--- src/rtl/register_serializer_if.sv ---
// Parallel-in / serial-out handshake bundle for register_serializer.
// master = word source and serial sink side, slave = the serializer.
interface register_serializer_if #(
  parameter int WIDTH = 32
);
  logic [WIDTH-1:0] data_in;
  logic             in_valid;
  logic             in_ready;
  logic             ser_out;
  logic             ser_valid;
  logic             ser_ready;
  logic             ser_first;
  logic             ser_last;
  logic             busy;

  modport master (
    output data_in, in_valid, ser_ready,
    input  in_ready, ser_out, ser_valid, ser_first, ser_last, busy
  );

  modport slave (
    input  data_in, in_valid, ser_ready,
    output in_ready, ser_out, ser_valid, ser_first, ser_last, busy
  );
endinterface

--- src/rtl/register_serializer.sv ---
// Loads a WIDTH-bit word and shifts it out one bit per ser_valid/ser_ready handshake.
// Define REGISTER_SERIALIZER_PARITY_EN to append an even-parity bit to every frame.
module register_serializer #(
  parameter int WIDTH     = 32,
  parameter bit MSB_FIRST = 1'b1
) (
  input  logic                 clk,
  input  logic                 rst,
  register_serializer_if.slave bus
);
  localparam int              CW       = $clog2(WIDTH + 1);
  localparam logic [CW-1:0]   LAST_IDX = CW'(WIDTH - 1);

  typedef enum logic [1:0] {
    IDLE  = 2'd0,
    SHIFT = 2'd1
`ifdef REGISTER_SERIALIZER_PARITY_EN
    , PARITY = 2'd2
`endif
  } state_t;

  state_t           r_state;
  state_t           w_state_next;
  logic [WIDTH-1:0] r_shift;
  logic [CW-1:0]    r_cnt;
  logic             w_in_ready;
  logic             w_ser_valid;
  logic             w_ser_out;
  logic             w_ser_first;
  logic             w_ser_last;
  logic             w_accept;
  logic             w_shift_adv;
`ifdef REGISTER_SERIALIZER_PARITY_EN
  logic             r_parity;
`endif

  always_ff @(posedge clk or posedge rst) begin
    if (rst) begin
      r_state <= IDLE;
    end else begin
      r_state <= w_state_next;
    end
  end

  always_comb begin
    w_state_next = r_state;
    w_in_ready   = 1'b0;
    w_ser_valid  = 1'b0;
    w_ser_out    = 1'b0;
    w_ser_first  = 1'b0;
    w_ser_last   = 1'b0;
    case (r_state)
      IDLE: begin
        w_in_ready = 1'b1;
        if (bus.in_valid) begin
          w_state_next = SHIFT;
        end
      end
      SHIFT: begin
        w_ser_valid = 1'b1;
        w_ser_out   = MSB_FIRST ? r_shift[WIDTH-1] : r_shift[0];
        w_ser_first = (r_cnt == '0);
`ifdef REGISTER_SERIALIZER_PARITY_EN
        w_ser_last  = 1'b0;
        if (bus.ser_ready && (r_cnt == LAST_IDX)) begin
          w_state_next = PARITY;
        end
`else
        w_ser_last  = (r_cnt == LAST_IDX);
        if (bus.ser_ready && (r_cnt == LAST_IDX)) begin
          w_state_next = IDLE;
        end
`endif
      end
`ifdef REGISTER_SERIALIZER_PARITY_EN
      PARITY: begin
        w_ser_valid = 1'b1;
        w_ser_out   = r_parity;
        w_ser_last  = 1'b1;
        if (bus.ser_ready) begin
          w_state_next = IDLE;
        end
      end
`endif
      default: begin
        w_state_next = IDLE;
      end
    endcase
  end

  assign w_accept    = bus.in_valid && w_in_ready;
  // Only data bits move the shift register and counter; the parity bit does not.
  assign w_shift_adv = (r_state == SHIFT) && bus.ser_ready;

  always_ff @(posedge clk or posedge rst) begin
    if (rst) begin
      r_shift  <= '0;
      r_cnt    <= '0;
`ifdef REGISTER_SERIALIZER_PARITY_EN
      r_parity <= 1'b0;
`endif
    end else if (w_accept) begin
      r_shift  <= bus.data_in;
      r_cnt    <= '0;
`ifdef REGISTER_SERIALIZER_PARITY_EN
      r_parity <= ^bus.data_in;
`endif
    end else if (w_shift_adv) begin
      r_shift  <= MSB_FIRST ? (r_shift << 1) : (r_shift >> 1);
      r_cnt    <= r_cnt + CW'(1);
    end
  end

  assign bus.in_ready  = w_in_ready;
  assign bus.busy      = !w_in_ready;
  assign bus.ser_valid = w_ser_valid;
  assign bus.ser_out   = w_ser_out;
  assign bus.ser_first = w_ser_first;
  assign bus.ser_last  = w_ser_last;
endmodule

--- src/flat_wrapper.sv ---
// flat-port wrapper written by rule: the top's interface ports become plain ports
module register_serializer_flat 
#(
  parameter int WIDTH     = 32,
  parameter bit MSB_FIRST = 1'b1
)
  (clk, rst, bus_data_in, bus_in_valid, bus_ser_ready, bus_in_ready, bus_ser_out, bus_ser_valid, bus_ser_first, bus_ser_last, bus_busy);
  register_serializer_if #(.WIDTH(WIDTH)) bus_i ();
  input  logic clk;
  input  logic rst;
  input wire logic [$bits(bus_i.data_in)-1:0] bus_data_in;
  input wire logic [$bits(bus_i.in_valid)-1:0] bus_in_valid;
  input wire logic [$bits(bus_i.ser_ready)-1:0] bus_ser_ready;
  output wire logic [$bits(bus_i.in_ready)-1:0] bus_in_ready;
  output wire logic [$bits(bus_i.ser_out)-1:0] bus_ser_out;
  output wire logic [$bits(bus_i.ser_valid)-1:0] bus_ser_valid;
  output wire logic [$bits(bus_i.ser_first)-1:0] bus_ser_first;
  output wire logic [$bits(bus_i.ser_last)-1:0] bus_ser_last;
  output wire logic [$bits(bus_i.busy)-1:0] bus_busy;
  assign bus_i.data_in = bus_data_in;
  assign bus_i.in_valid = bus_in_valid;
  assign bus_i.ser_ready = bus_ser_ready;
  assign bus_in_ready = bus_i.in_ready;
  assign bus_ser_out = bus_i.ser_out;
  assign bus_ser_valid = bus_i.ser_valid;
  assign bus_ser_first = bus_i.ser_first;
  assign bus_ser_last = bus_i.ser_last;
  assign bus_busy = bus_i.busy;
  register_serializer #(.WIDTH(WIDTH), .MSB_FIRST(MSB_FIRST)) u_core (.clk(clk), .rst(rst), .bus(bus_i));
endmodule
--- config.mk ---
export PLATFORM = sky130hd
export DESIGN_NAME = register_serializer_flat
export DESIGN_NICKNAME = d
export VERILOG_FILES = /design/src/rtl/register_serializer_if.sv /design/src/rtl/register_serializer.sv /design/src/flat_wrapper.sv
export SDC_FILE = /design/constraint.sdc
export NUM_CORES = 1
export LEC_CHECK = 0
export BUFFER_PORTS_ARGS = -buffer_cell sky130_fd_sc_hd__buf_2
export CORE_MARGIN = 5
export CORE_UTILIZATION = 56
export CTS_BUF_LIST = sky130_fd_sc_hd__clkbuf_8
export DETAILED_ROUTE_END_ITERATION = 7
export PLACE_DENSITY = 0.85
export SYNTH_ARGS = -nofsm -noshare
export SYNTH_HDL_FRONTEND = slang
export SYNTH_SLANG_ARGS = --single-unit
--- constraint.sdc ---
create_clock -name clk -period 1.3 [get_ports clk]
set_input_delay 0.065 -clock clk [delete_from_list [all_inputs] [get_ports clk]]
set_output_delay 0.065 -clock clk [all_outputs]
set_load 0.02 [all_outputs]
==> flow_summary.html <==
<table>
<tr><th>Metric</th><th>Value</th></tr>
<tr><th colspan="2">Run status</th></tr>
<tr><td>Result of the run</td><td>complete, but fails checks</td></tr>
<tr><td>Violations in the final reports</td><td>setup timing</td></tr>
<tr><th colspan="2">GRT</th></tr>
<tr><td>Total Routing Usage GR</td><td>about a fifth</td></tr>
<tr><td>Number of global-route vias before repair</td><td>1485</td></tr>
<tr><td>Initial antenna violation count</td><td>0</td></tr>
<tr><td>Overflow left after global routing</td><td>0</td></tr>
<tr><td>Maximum number of pins on one net before global-route repair</td><td>40</td></tr>
<tr><td>Global-route wire length before repair</td><td>around 6600 um</td></tr>
<tr><th colspan="2">Timing</th></tr>
<tr><td>Final setup skew</td><td>0.007199 ns</td></tr>
<tr><td>F_max</td><td>708.7 MHz</td></tr>
<tr><td>Total setup violations reported at the end of the flow</td><td>2</td></tr>
<tr><td>Setup Total Neg Slack</td><td>-0.2035 ns</td></tr>
<tr><td>Clock period minus worst slack</td><td>1.411 ns</td></tr>
<tr><td>RSZ-0062 raised after global routing</td><td>true</td></tr>
<tr><td>Slew margin rel.</td><td>68.22%</td></tr>
<tr><td>Post-route fraction of the period consumed by the critical path</td><td>108.5%</td></tr>
<tr><td>Slew at the pin with the worst max-slew slack</td><td>0.4766 ns</td></tr>
<tr><td>Slew Limit Fails</td><td>0</td></tr>
<tr><td>Final count of hold timing violations</td><td>0</td></tr>
<tr><td>Smallest setup slack after layout</td><td>-0.1111 ns</td></tr>
<tr><th colspan="2">Logic synthesis</th></tr>
<tr><td>Number of warnings issued by yosys</td><td>0</td></tr>
<tr><td>Mapped Cells</td><td>~210</td></tr>
<tr><td>Flip-flop and latch count after synthesis</td><td>39</td></tr>
<tr><td>Netlist Area Pre-Place</td><td>0.001929 mm^2</td></tr>
<tr><td>Post-synthesis net count</td><td>approximately 250</td></tr>
<tr><td>Register area share after synthesis</td><td>~51%</td></tr>
<tr><td>Count of different cell masters after synthesis</td><td>28</td></tr>
<tr><td>Mean post-synth cell area</td><td>9.058 um^2</td></tr>
<tr><th colspan="2">Clocking</th></tr>
<tr><td>Root buffer selected by CTS</td><td>sky130_fd_sc_hd__clkbuf_8</td></tr>
<tr><td>Number of clock buffers inserted by TritonCTS</td><td>5</td></tr>
<tr><td>TritonCTS clock tree</td><td>yes</td></tr>
<tr><td>Insertion delay to the later sink of the worst-skew pair</td><td>0.29 ns</td></tr>
<tr><td>TritonCTS Sinks</td><td>39</td></tr>
<tr><td>Total number of H-tree levels</td><td>2</td></tr>
<tr><td>Maximum number of buffers from clock root to sink</td><td>2</td></tr>
<tr><td>Clock input transition at the sequential cells of the worst setup and hold paths</td><td>0.08 ns</td></tr>
<tr><th colspan="2">Floorplanning</th></tr>
<tr><td>Initial cell density of the core</td><td>around 58%</td></tr>
<tr><td>Number of ports placed on the die boundary</td><td>42</td></tr>
<tr><td>Floorplan die height</td><td>between 60 and 70 um</td></tr>
<tr><td>Core region area</td><td>0.003337 mm^2</td></tr>
<tr><td>X dimension of the die</td><td>about 69 um</td></tr>
<tr><td>Std cell rows</td><td>21</td></tr>
<tr><td>Total Die Area</td><td>0.004719 mm^2</td></tr>
<tr><th colspan="2">Place</th></tr>
<tr><td>Placed Instance Area</td><td>0.002146 mm^2</td></tr>
<tr><td>Final GP Congestion</td><td>0.7800</td></tr>
<tr><td>HPWL reported at the end of detailed placement</td><td>2663 um</td></tr>
<tr><td>IO buf count</td><td>41</td></tr>
<tr><td>Post-placement worst setup slack</td><td>between 0.05 and 0.06 ns</td></tr>
<tr><td>Placed cells</td><td>290</td></tr>
<tr><th colspan="2">Finish</th></tr>
<tr><td>Layout fillers</td><td>281</td></tr>
<tr><td>Final std cell area, no fill</td><td>0.002316 mm^2</td></tr>
<tr><td>Most common library cell in the layout ignoring fill and taps</td><td>sky130_fd_sc_hd__nand2_1</td></tr>
<tr><td>Signed area change from the synthesized netlist to the final layout</td><td>20.04%</td></tr>
<tr><td>Diodes inserted</td><td>0</td></tr>
<tr><td>Fin cells</td><td>305</td></tr>
<tr><td>Highest-count cells in the layout ignoring fill and taps</td><td>62 x sky130_fd_sc_hd__nand2_1, 39 x sky130_fd_sc_hd__buf_2, 38 x sky130_fd_sc_hd__dfrtp_1</td></tr>
<tr><td>Core utilization of the finished layout</td><td>69.40%</td></tr>
<tr><td>Number of nets in the final layout</td><td>296</td></tr>
<tr><td>Fraction of final layout cells with drive strength greater than 1</td><td>30.50%</td></tr>
<tr><th colspan="2">Worst setup path</th></tr>
<tr><td>Crit path cell chain</td><td>inv_1 -&gt; ha_1 -&gt; nand3_2 -&gt; nor3_2 -&gt; buf_4</td></tr>
<tr><td>Critical path launch point type</td><td>flip-flop</td></tr>
<tr><td>Maximum net fanout on the critical path</td><td>4</td></tr>
<tr><td>Kind of end point of the critical path</td><td>output pin</td></tr>
<tr><td>Critical Path AT</td><td>~1.4 ns</td></tr>
<tr><td>Maximum cell stage delay along the critical path</td><td>between 0.4 and 0.5 ns</td></tr>
<tr><td>Setup CP Type</td><td>reg -&gt; out</td></tr>
<tr><td>Library cell contributing the largest single delay on the critical path</td><td>sky130_fd_sc_hd__dfrtp_1</td></tr>
<tr><td>Worst path required time</td><td>about 1.2 ns</td></tr>
<tr><th colspan="2">Power</th></tr>
<tr><td>Areal power density over the cells</td><td>1525 mW/mm^2</td></tr>
<tr><td>Largest vdd supply drop</td><td>about 0.00093 V</td></tr>
<tr><td>Leakage power of the design</td><td>1.112 nW</td></tr>
<tr><th colspan="2">Run</th></tr>
<tr><td>Max-capacitance violation count</td><td>0</td></tr>
<tr><th colspan="2">Route</th></tr>
<tr><td>Number of DRC markers after the initial detailed-route iteration</td><td>84</td></tr>
<tr><td>Wire length per cell after detailed routing</td><td>14.23 um</td></tr>
<tr><td>Total via count in the routed design</td><td>1637</td></tr>
<tr><td>Overall routed net length</td><td>between 4000 and 5000 um</td></tr>
<tr><td>Length of the first detailed-routing pass in iterations</td><td>4</td></tr>
<tr><td>Average via count per standard cell</td><td>5.367</td></tr>
<tr><td>Remaining antenna violation count</td><td>0</td></tr>
<tr><td>DRC violation count after routing</td><td>0</td></tr>
<tr><th colspan="2">Worst hold path</th></tr>
<tr><td>Min-delay worst type</td><td>in -&gt; reg</td></tr>
</table>
synthesized netlist by cell type, drive strengths merged:
master   n  area (um^2)
a31oi   29        219.0
o31ai    2        15.01
nand2   63        239.0
dfrtp   39        975.9
o22ai    1        6.260
nor2    32        120.1
nand3    5        25.02
and2     2        15.02
nor4     1        6.260
a22o     2        17.52
nor2b    1        6.260
a21oi    1        5.000
buf     16        145.1
nor3     1        5.000
mux2i    2        20.02
o211ai   2        15.01
nand4    2        12.51
inv      6        22.52
a22oi    2        15.01
nand2b   1        13.76
ha       2        25.02
o21ai    1        5.000
final timing paths:
kind	start	end	slack [ns]	cells past startpoint
setup / recovery	u_core.r_cnt[1]	bus_ser_first	-0.11	5
hold / removal	bus_data_in[0]	u_core.r_shift[0]	0.002	2
setup reg to reg	u_core.r_cnt[1]	u_core.r_cnt[4]	0.03	5
hold reg to reg	u_core.r_shift[28]	u_core.r_shift[29]	0.50	2
max in group asynchronous	rst	u_core.r_state[0]	0.50	4
min in group asynchronous	rst	u_core.r_shift[18]	0.44	4
registers in the layout (all words and copies together), names as in the netlist:
signal,count
u_core.r_shift,32
u_core.r_cnt,6
u_core.r_state,1
per-layer routing:
metal  vias to the layer above  share of wire [%]  global-route usage (%)  wire, um
met4                         0                1.7                   7.786        72
met5                         -                  0                       0         0
met1                       779                 44                   25.31      1899
met2                        35                 51                   29.56      2194
li1                        812                  -                       -         -
met3                        11                4.0                   4.376       173
worst max-delay path, delay by kind of cell (launching register included):
kind,cells,cell delay (ns)
DFF,1,0.43
buffers and inverters,2,0.25
and+or+nand+nor,2,0.22
adders and majority gates,1,0.17
where the power goes:
part / total (W) / internal, W / switching [W] / leakage, nW
logic: 0.000903 / 0.000429 / 0.000475 / 0.549
clock network: 0.000804 / 0.000373 / 0.000431 / 0.0402
registers: 0.00182 / 0.00157 / 0.000258 / 0.522
total: 0.00353 / 0.00237 / 0.00116 / 1.11
what timing repair did:
action,4_1_cts,5_1_grt
endpoints found under the hold margin,39,0
resized for setup,5,5
cloned,0,1
pin swaps,3,3
hold buffers,1,0
buffers inserted,2,3
endpoints found under the setup margin,2,12
cell families (layout without fill, tap and decap cells):
family	count (synthesis)	in the layout	share of synthesized area, %
buffers and inverters	22	67	8.690
flip-flops	39	39	50.58
AND/OR/NAND/NOR	108	109	22.96
multiplexers	2	2	1.038
AO/OA/AOI/OAI	40	40	15.43
adder cells (fa/ha/maj)	2	2	1.297
stage by stage:
stage                     power, W  hold slack [ns]
final                     0.003532         0.001953
after global routing      0.003750          0.01112
after CTS                 0.003410         0.003245
after detailed placement  0.002566           0.2094
after global placement    0.002517           0.2038
after floorplan           0.002343           0.1461
area by class of cell:
cell class / count / area [um^2] / area share, %
Sequential cell: 39 / 977.2 / 42.19
Multi-Input combinational cell: 153 / 825.8 / 35.66
Timing Repair Buffer: 53 / 344.1 / 14.86
Clock buffer: 5 / 68.82 / 2.971
Tap cell: 46 / 57.56 / 2.485
Inverter: 6 / 22.52 / 0.9724
Clock inverter: 3 / 20.02 / 0.8644
Power figures use the tool's default switching activity.
